===== config.mk =====
export PLATFORM = sky130hd
export DESIGN_NAME = commit_redirect_ctrl
export DESIGN_NICKNAME = d
export VERILOG_FILES = /design/src/rtl/core_types.sv /design/src/rtl/commit_redirect_ctrl.sv
export SDC_FILE = /design/constraint.sdc
export NUM_CORES = 1
export LEC_CHECK = 0
export CORE_UTILIZATION = 45
export CTS_BUF_LIST = sky130_fd_sc_hd__clkbuf_4 sky130_fd_sc_hd__clkbuf_8
export DETAILED_ROUTE_END_ITERATION = 8
export GPL_TIMING_DRIVEN = 0
export PLACE_DENSITY = 0.83
export SYNTH_ARGS = -nofsm -noshare
export SYNTH_HDL_FRONTEND = slang
export SYNTH_SLANG_ARGS = --single-unit

===== constraint.sdc =====
create_clock -name clk -period 2.49 [get_ports clk]
set_clock_uncertainty 0.1 [all_clocks]
set_input_delay 0.6225 -clock clk [delete_from_list [all_inputs] [get_ports clk]]
set_output_delay 0.6225 -clock clk [all_outputs]
set_load 0.03 [all_outputs]

===== src/rtl/core_types.sv =====
// Shared commit/redirect types: redirect causes and commit redirect FSM states.
package core_types;

    typedef enum logic [2:0] {
        RDR_NONE,
        RDR_EXCP,
        RDR_ERTN,
        RDR_REFETCH,
        RDR_IDLE_WAKE
    } redirect_cause_e;

    typedef enum logic [1:0] {
        CR_RUN,
        CR_DRAIN,
        CR_IDLE
    } commit_redirect_state_e;

    // Wide enough for drain windows of 1..15 cycles.
    localparam int DRAIN_CNT_W = 4;

endpackage


===== src/rtl/commit_redirect_ctrl.sv =====
// Commit redirect controller: turns one-cycle commit flush pulses into a single
// registered frontend redirect, runs the IDLE wait state and the post-flush
// drain window during which dispatch is held while the pipes empty.
module commit_redirect_ctrl
    import core_types::*;
#(
    parameter int DRAIN_CYCLES = 2,
    parameter int PC_W         = 32
) (
    input  logic            clk,
    input  logic            rst,
    input  logic            excp_flush_i,
    input  logic            excp_tlbrefill_i,
    input  logic            ertn_flush_i,
    input  logic            idle_flush_i,
    input  logic            fetch_flush_i,
    input  logic            icache_flush_i,
    input  logic [PC_W-1:0] commit_pc_i,
    input  logic [PC_W-1:0] csr_era_i,
    input  logic [PC_W-1:0] csr_eentry_i,
    input  logic [PC_W-1:0] csr_tlbrentry_i,
    input  logic            int_pending_i,
    output logic            redirect_valid_o,
    output logic [PC_W-1:0] redirect_pc_o,
    output logic            frontend_hold_o,
    output logic            backend_hold_o,
    output logic            idle_state_o
);

    commit_redirect_state_e   state;
    logic [DRAIN_CNT_W-1:0]   drain_cnt;
    logic [PC_W-1:0]          idle_pc;
    logic [PC_W-1:0]          pc_plus4;
    redirect_cause_e          cause;
    logic                     enter_idle;
    logic [PC_W-1:0]          target;

    assign pc_plus4 = commit_pc_i + PC_W'(4);

    // Priority-encode this cycle's flush inputs; IDLE only listens to exceptions and interrupts.
    always_comb begin
        cause      = RDR_NONE;
        enter_idle = 1'b0;
        case (state)
            CR_IDLE: begin
                if (excp_flush_i) begin
                    cause = RDR_EXCP;
                end else if (int_pending_i) begin
                    cause = RDR_IDLE_WAKE;
                end
            end
            default: begin
                if (excp_flush_i) begin
                    cause = RDR_EXCP;
                end else if (ertn_flush_i) begin
                    cause = RDR_ERTN;
                end else if (idle_flush_i) begin
                    enter_idle = 1'b1;
                end else if (fetch_flush_i || icache_flush_i) begin
                    cause = RDR_REFETCH;
                end
            end
        endcase
    end

    // Select the redirect target for the winning cause.
    always_comb begin
        target = '0;
        case (cause)
            RDR_EXCP:      target = excp_tlbrefill_i ? csr_tlbrentry_i : csr_eentry_i;
            RDR_ERTN:      target = csr_era_i;
            RDR_REFETCH:   target = pc_plus4;
            RDR_IDLE_WAKE: target = idle_pc;
            default:       target = '0;
        endcase
    end

    // FSM with registered redirect/hold outputs, drain counter and idle wake-pc latch.
    always_ff @(posedge clk or negedge rst) begin
        if (!rst) begin
            state            <= CR_RUN;
            drain_cnt        <= '0;
            idle_pc          <= '0;
            redirect_valid_o <= 1'b0;
            redirect_pc_o    <= '0;
            frontend_hold_o  <= 1'b0;
            backend_hold_o   <= 1'b0;
            idle_state_o     <= 1'b0;
        end else begin
            redirect_valid_o <= 1'b0;
            if (cause != RDR_NONE) begin
                state            <= CR_DRAIN;
                drain_cnt        <= DRAIN_CNT_W'(DRAIN_CYCLES);
                redirect_valid_o <= 1'b1;
                redirect_pc_o    <= target;
                frontend_hold_o  <= 1'b0;
                backend_hold_o   <= 1'b1;
                idle_state_o     <= 1'b0;
            end else if (enter_idle) begin
                state            <= CR_IDLE;
                drain_cnt        <= '0;
                idle_pc          <= pc_plus4;
                frontend_hold_o  <= 1'b1;
                backend_hold_o   <= 1'b1;
                idle_state_o     <= 1'b1;
            end else if (state == CR_DRAIN) begin
                if (drain_cnt <= DRAIN_CNT_W'(1)) begin
                    state          <= CR_RUN;
                    drain_cnt      <= '0;
                    backend_hold_o <= 1'b0;
                end else begin
                    drain_cnt <= drain_cnt - DRAIN_CNT_W'(1);
                end
            end
        end
    end

endmodule


== Word-level counts from Yosys, hierarchy flattened ==
Cells that the tools add are included.
Cells by class
  mux-type cells: 28
  reductions and logical operators: 7
  add/subtract/negate cells: 2
  bitwise operators: 1
  equal/unequal tests: 6
  $lt $le $gt $ge: 1
Operators with widths (number)
  $pmux W32 S4: 1
  $add A32 B3 Y32 const B: 1
  $mux W32: 1
  $mux W2: 8
  $mux W4: 4
  $mux W1: 11
  $mux W3: 3
  $reduce_bool A3 Y1: 3
  $eq A3 B2 Y1 const B: 2
  $le A4 B1 Y1 const B: 1
  $reduce_and A2 Y1: 2
  $sub A4 B1 Y4 const B: 1
  $eq A3 B1 Y1 const B: 1
  $eq A3 B3 Y1 const B: 1
  $eq A2 B1 Y1 const B: 1
  $eq A2 B2 Y1 const B: 1
  $reduce_bool A2 Y1: 1
  $logic_or A1 B1 Y1: 1
  $not A1 Y1: 1
Storage, ports and cells
  word-level logic and storage cells: 52
  input port bits: 137
  register bits: 73
  output and inout port bits: 36

== Logic depth before layout (Yosys ltp) ==
Gate-level depths: netlist (run 1).
  depth after elaboration: 9
  mapped depth: 7
  depth with buffers taken out: 7

== Worst setup path after synthesis (run 1) ==
Ideal clock, no wire load.
  path type: input -> register
  start: input port excp_tlbrefill_i
  end: register redirect_pc_o[11]
  data arrival time: 1965 ps
  setup time: 119 ps
  required time: 2271 ps
  path buffers: 2
  cell stages on the path: 6
  slack: 306 ps
  cells stage by stage: clkbuf_1 > buf_1 > mux2_2 > a222oi_1 > o211ai_1 > o21a_1
On the way
  word-level cells in the longest chain between the ends: 2
RTL lines
  start, declared: line commit_redirect_ctrl.sv:13  | input logic excp_tlbrefill_i,
  $mux W32: line commit_redirect_ctrl.sv:70  | RDR_EXCP: target = excp_tlbrefill_i ? csr_tlbrentry_i : csr_eentry_i;
  $pmux W32 S4: line commit_redirect_ctrl.sv:69  | case (cause)
  end signal, assigned: line commit_redirect_ctrl.sv:95  | redirect_pc_o <= target;
  end, declared: line commit_redirect_ctrl.sv:24  | output logic [PC_W-1:0] redirect_pc_o,
No other way between the ends.
A chain may end at the register's enable or synchronous reset.

== Worst setup path in the final report (run 1) ==
  start: input port excp_flush_i
  end: register redirect_pc_o[29]
On the way
  word-level cells in the longest chain between the ends: 4
  elaborated cells between the ends (all ways): 9
  classes of those cells: eq/ne (4); mux (4); reduce/logical (1)
RTL lines
  start, declared: line commit_redirect_ctrl.sv:12  | input logic excp_flush_i,
  $mux W2 or $mux W3 (tied branches): line commit_redirect_ctrl.sv:53, commit_redirect_ctrl.sv:46
  $mux W3 *: line commit_redirect_ctrl.sv:44  | case (state)
  $eq A3 B3 Y1, or another cell as far along: line commit_redirect_ctrl.sv:69
  $pmux W32 S4: line commit_redirect_ctrl.sv:69
Mark *: on every way between the ends. The rest lies on a longest branch, timed or not.

==> results of run 1 <==
## report_power, final
group          switching [W]  total, W  internal [W]
Sequential         0.0000962   0.00144       0.00134
Clock               0.000470  0.000859      0.000389
Combinational       0.000450  0.000942      0.000492
Total                0.00102   0.00324       0.00222
## layout by cell type, fill, tap and decap left out, types with 3 or more instances in the layout
master / synthesis / layout
nand3_1: 7 / 6
nand4_1: 8 / 8
clkbuf_8: 0 / 10
a21oi_1: 29 / 29
and2_1: 3 / 3
clkdlybuf4s50_1: 0 / 169
buf_4: 5 / 6
mux2_2: 36 / 36
o21a_1: 12 / 12
clkinvlp_4: 0 / 3
and3_1: 6 / 6
o211ai_1: 27 / 27
nor4_1: 3 / 3
a31oi_1: 5 / 5
nor3_1: 9 / 8
buf_2: 13 / 13
clkbuf_1: 10 / 9
nor2_1: 42 / 41
xor2_1: 17 / 17
inv_1: 10 / 10
nand2_1: 26 / 26
dfrtp_1: 73 / 73
a222oi_1: 32 / 32
xnor2_1: 14 / 14
buf_1: 2 / 3
## metrics by stage
stage / hold WS [ns] / setup TNS, ns / power, W / util, %
CTS: 0.339 / 0 / 0.00324 / 68.5
finish: 0.289 / 0 / 0.00324 / 68.7
global route: 0.372 / -0.0494 / 0.00337 / 68.7
global placement: 0.372 / -136.18 / 0.00237 / 66.6
detailed placement: 0.380 / -11.32 / 0.00239 / 66.6
floorplan: 0.227 / 0 / 0.00190 / -
## metal layers
layer | routed length, um | part of all wire [%] | up-vias | global-route usage (%)
met5 | 0 | 0 | - | 0
met4 | 429 | 3.1 | 0 | 12.6
met3 | 1310 | 9.5 | 34 | 7.17
met2 | 6890 | 50 | 257 | 47.1
met1 | 5180 | 37 | 2116 | 33.6
li1 | - | - | 1948 | -
## state kept, by name, summed over array words and instances (netlist names)
name	count
redirect_valid_o	1
state	2
drain_cnt	4
backend_hold_o	1
idle_pc	32
redirect_pc_o	32
idle_state_o	1
## cell families after synthesis
group	share of synthesized area (%)
DFF	42.3
buffers and inverters	4.81
xor gates and xnor gates	6.29
and+or+nand+nor	16.6
AOI/OAI and AO/OA	19.2
muxes	9.86
adders and majority gates	0.870
## worst min-delay path by stage
stage                                            start                             to  slack (ns)  depth (start not counted)
final                                              rst  redirect_pc_o[11]$_DFFE_PN0N_        0.29                          1
after global routing                               rst  redirect_pc_o[11]$_DFFE_PN0N_        0.37                          1
after CTS                                          rst  redirect_pc_o[17]$_DFFE_PN0N_        0.34                          1
after detailed placement  redirect_pc_o[4]$_DFFE_PN0N_   redirect_pc_o[4]$_DFFE_PN0N_        0.38                          1
after global placement    redirect_pc_o[4]$_DFFE_PN0N_   redirect_pc_o[4]$_DFFE_PN0N_        0.37                          1
after floorplan                                    rst     backend_hold_o$_DFFE_PN0P_        0.23                          0
## area by class of cell
cell class,instances,area (sq um)
well taps,129,161
multi-input cells,305,2290
fillers,746,2900
repair buffers,171,1710
clock buffers,10,138
flip-flops and latches,73,1830
clock inverters,6,41.3
inverters,10,37.5
plain buffers,32,170
==> run metrics, run 1 <==
outcome=complete, no violations; ant diodes=0; initial antenna violation count=0; vias in the first global route=around 4400; CP max stage delay=roughly 0.9 ns; Starting Density=46.5%; Worst Hold Class=input pin to async pin; Hold Fails Final Rpt=0; commonest cells in the netlist=73 x dfrtp_1, 42 x nor2_1, 36 x mux2_2; synth top area cells=dfrtp_1 42%, mux2_2 9.4%, a222oi_1 7.4%; CTS Buf Count=9; slew margin rel.=between 30 and 40%; Routed Antenna Nets=0; reg2reg setup slack=0.32 ns; DRT iter0 DRCs=398; critical path capture point=redirect_pc_o[29]$_DFFE_PN0N_; Tcrit/Tclk final=a little over nine tenths; # IOs=roughly 170; DR vias=4355; worst path cell trace=clkdlybuf4s50_1 -> buf_2 -> nor4_1 -> and2_1 -> mux2i_1 -> a31oi_1; DP Area=between 6000 and 7000 sq um; finished layout cell area=6380 sq um; grt ovf=0; worst setup margin=0.0418 ns; EDFF count, synth=0; post-layout min period=approximately 2.4 ns; Clock Tree Root=clkbuf_8; WP depth=6; Final Wtd Congestion=0.872; Slew Viols, Final=0; measured slew at the worst slew-check pin=approximately 1.0 ns; Max-Cap Viols=0; CTS tree=yes; most used flip-flop cell after synthesis=dfrtp_1; Leak Pwr=roughly 2.5 nW; vias per inst=5.92; non-filler instance count after layout=~740; cell count after placement=720; synthesized area per cell=between 10 and 15 sq um; Remaining DRCs=0; Setup CP Type=input pin to register; height of the die=between 90 and 100 um; fraction of registers with async set/reset=100%; critical path endpoint category=register; post-synth cell types=44; Die Span X=between 90 and 100 um; Rows=35; FF-to-FF path depth=6; worst endpoint required time=about 2.7 ns; first-pass GRT wire length=21500 um; Detail Placement HPWL=about 11000 um; routed wire length=13800 um; Max Root-Sink Buffers=2; H-tree levels=3; post-CTS sizing=0; syn nets=560; layout cell share with drive strength beyond 1=~15%; Hold Buf Count CTS=0; Final nets=742; critical path's top delay family=simple AND/OR/NAND/NOR gates; Critical path origin=excp_flush_i; PortBufs=~170; share of the synthesized area in the top cell type=between 40% and 50%; RR Endpoint=redirect_pc_o[15]$_DFFE_PN0N_; CP max stage cell=nor4_1; VDD IR-drop max=about 0.00027 V; Reg clk slew, reported paths=around 0.080 ns; sequential share of the synthesized area=42.3%; setup repair bufs after CTS=0; die area=about 10000 sq um; Routed wire per std cell=~19 um; count leader, synth=dfrtp_1; Synth Instances=420; Startpoint Class=input pin; power density over cell area=approximately 500 nW/um^2; CP Max Fanout=10; Synth Cell Area=4310 sq um; Max Fclk=roughly 410 MHz; Final setup violation count=0; largest net degree at the start of global routing=74; clock net sink count=73; Detailed Routing Iterations Pass 1=9; CP Buf/Inv Count=2; crit path DAT=~2.6 ns; Clk Latency, worst-skew pair=between 0.3 and 0.4 ns; Synth area leader=dfrtp_1; total global-route track usage=around 28%; number of synthesized register bits=73; core area=approximately 9300 sq um; area grow syn2layout=47.9%; dpl ws=-0.335 ns; synth warn=0; worst reg2reg path startpoint=state[0]$_DFFE_PN0P_
No activity file was read; power rests on OpenSTA's default activity.
==> inputs of run 2 (changes only) <==
--- a/config.mk
+++ b/config.mk
@@ -5,6 +5,7 @@
 export SDC_FILE = /design/constraint.sdc
 export NUM_CORES = 1
 export LEC_CHECK = 0
+export CORE_ASPECT_RATIO = 1.4
 export CORE_UTILIZATION = 45
 export CTS_BUF_LIST = sky130_fd_sc_hd__clkbuf_4 sky130_fd_sc_hd__clkbuf_8
 export DETAILED_ROUTE_END_ITERATION = 8
==> run 2 against run 1 <==
Against the previous run:
- the flow now finishes with violations (design-rule violations)
- worst hold slack got worse by 0.00088 ns
- sequential power is essentially flat
- first-iteration DRC count up 29%
- die area barely moved
- critical endpoint is now redirect_pc_o[18]$_DFFE_PN0N_
- sequential cell count stayed put
- register-to-register slack improved by 0.05 ns
- setup slack better by 0.0073 ns
- global-route usage increased by 0.71 points
==> run metrics, run 2 (same netlist as run 1, synthesis figures left out) <==
outcome=finished with violations; violated checks=design-rule violations; Max Fclk=between 400 and 500 MHz; crit path DAT=about 2.6 ns; Power, Total=~0.0034 W; total global-route track usage=28.6%; FF-to-FF path depth=6; Hold Buf Count CTS=0; Final nets=742; Hold Fails Final Rpt=0; core area=9180 sq um; Tcrit/Tclk final=98.0%; Final Wtd Congestion=0.862; Worst Hold Class=input pin to async pin; reg2reg setup slack=0.37 ns; Max-Cap Viols=0; Detailed Routing Iterations Pass 1=9; height of the die=between 100 and 150 um; most common cell after layout, fill and taps aside=clkdlybuf4s50_1; post-CTS sizing=0; vias per inst=5.96; finished layout cell area=~6400 sq um; Clk Latency, worst-skew pair=around 0.36 ns; final core utilization=around 70%; Detail Placement HPWL=around 11000 um; DRT iter0 DRCs=around 500; Starting Density=between 40% and 50%; # IOs=approximately 170; area grow syn2layout=48.3%; CTS tree=yes; CP Max Fanout=4; DR vias=4253; vias in the first global route=4447; H-tree levels=3; clock net sink count=73; critical path endpoint category=register; RR Endpoint=redirect_pc_o[12]$_DFFE_PN0N_; die area=between 9000 and 10000 sq um; first-pass GRT wire length=22100 um; routed wire length=about 14000 um; power density over cell area=approximately 530 nW/um^2; Routed Antenna Nets=0; Slew Viols, Final=0; CTS Buf Count=9; top flop regs=idle_pc (32), redirect_pc_o (32), drain_cnt (4); VDD IR-drop max=approximately 0.00035 V; setup repair bufs after CTS=0; Die Span X=~85 um; Leak Pwr=around 2.5 nW; measured slew at the worst slew-check pin=approximately 0.95 ns; worst reg2reg path startpoint=state[0]$_DFFE_PN0P_; Max Root-Sink Buffers=2; worst hold slack=slightly below 0.3 ns; DP Area=roughly 6000 sq um; fill cell count=691; Remaining DRCs=11; layout cell share with drive strength beyond 1=15.5%; Clock Tree Root=clkbuf_8; slew margin rel.=a little over a third; PortBufs=approximately 170; grt ovf=0; post-layout min period=roughly 2.4 ns; most frequent cells in the layout=169 x clkdlybuf4s50_1, 73 x dfrtp_1, 41 x nor2_1; Setup CP Type=input pin to register; initial antenna violation count=0; Routed wire per std cell=19.6 um; Reg clk slew, reported paths=0.07 ns; ant diodes=0; largest net degree at the start of global routing=74; worst endpoint required time=roughly 2.6 ns; Startpoint Class=input pin; Rows=41; Final setup violation count=0
[run 2: area by class of cell]
cell class | count | area [sq um] | share of cell area (%)
inverters | 10 | 37.5 | 0.587
clock buffers | 14 | 180 | 2.82
clock inverters | 2 | 35.0 | 0.548
repair buffers | 171 | 1710 | 26.8
plain buffers | 32 | 171 | 2.68
multi-input cells | 305 | 2300 | 36.0
flip-flops and latches | 73 | 1830 | 28.5
well taps | 107 | 134 | 2.09
[run 2: worst max path at each step]
stage,start,to,slack [ns],depth (start not counted)
final,commit_pc_i[3],redirect_pc_o[18]$_DFFE_PN0N_,0.05,7
after global routing,commit_pc_i[3],redirect_pc_o[18]$_DFFE_PN0N_,-0.01,7
after CTS,commit_pc_i[2],redirect_pc_o[31]$_DFFE_PN0N_,0.03,6
after detailed placement,commit_pc_i[2],redirect_pc_o[20]$_DFFE_PN0N_,-0.36,7
after global placement,rst,redirect_pc_o[21]$_DFFE_PN0N_,-1.74,1
after floorplan,excp_tlbrefill_i,redirect_pc_o[11]$_DFFE_PN0N_,0.31,6
[run 2: report_power, final]
part / total (W) / switching [W] / internal (W)
logic: 0.000952 / 0.000459 / 0.000492
registers: 0.00143 / 0.0000896 / 0.00134
clock network: 0.00101 / 0.000446 / 0.000567
total: 0.00339 / 0.000995 / 0.00240
[run 2: critical path, cell delays in order]
cell             delay [ns]
clkdlybuf4s50_1        0.55
ha_2                   0.25
nand3_2                0.19
nor4_4                 0.47
nand4_1                0.17
xor2_1                 0.21
o211ai_1               0.10
[run 2: through the flow]
step	TNS (ns)	setup slack [ns]	std cells
5_1_grt	-0.0207	-0.0114	714
3_5_place_dp	-10.73	-0.356	698
4_1_cts	0	0.0263	714
3_3_place_gp	-134.25	-1.74	698
6_report	0	0.0490	714
2_1_floorplan	0	0.306	420
[run 2: routing by layer]
layer	vias up	global-route usage, %	share of wire [%]
met2	221	51.4	53
met4	0	17.6	4.5
met5	-	0	0
li1	1953	-	-
met1	2033	31.6	36
met3	46	3.51	6.9
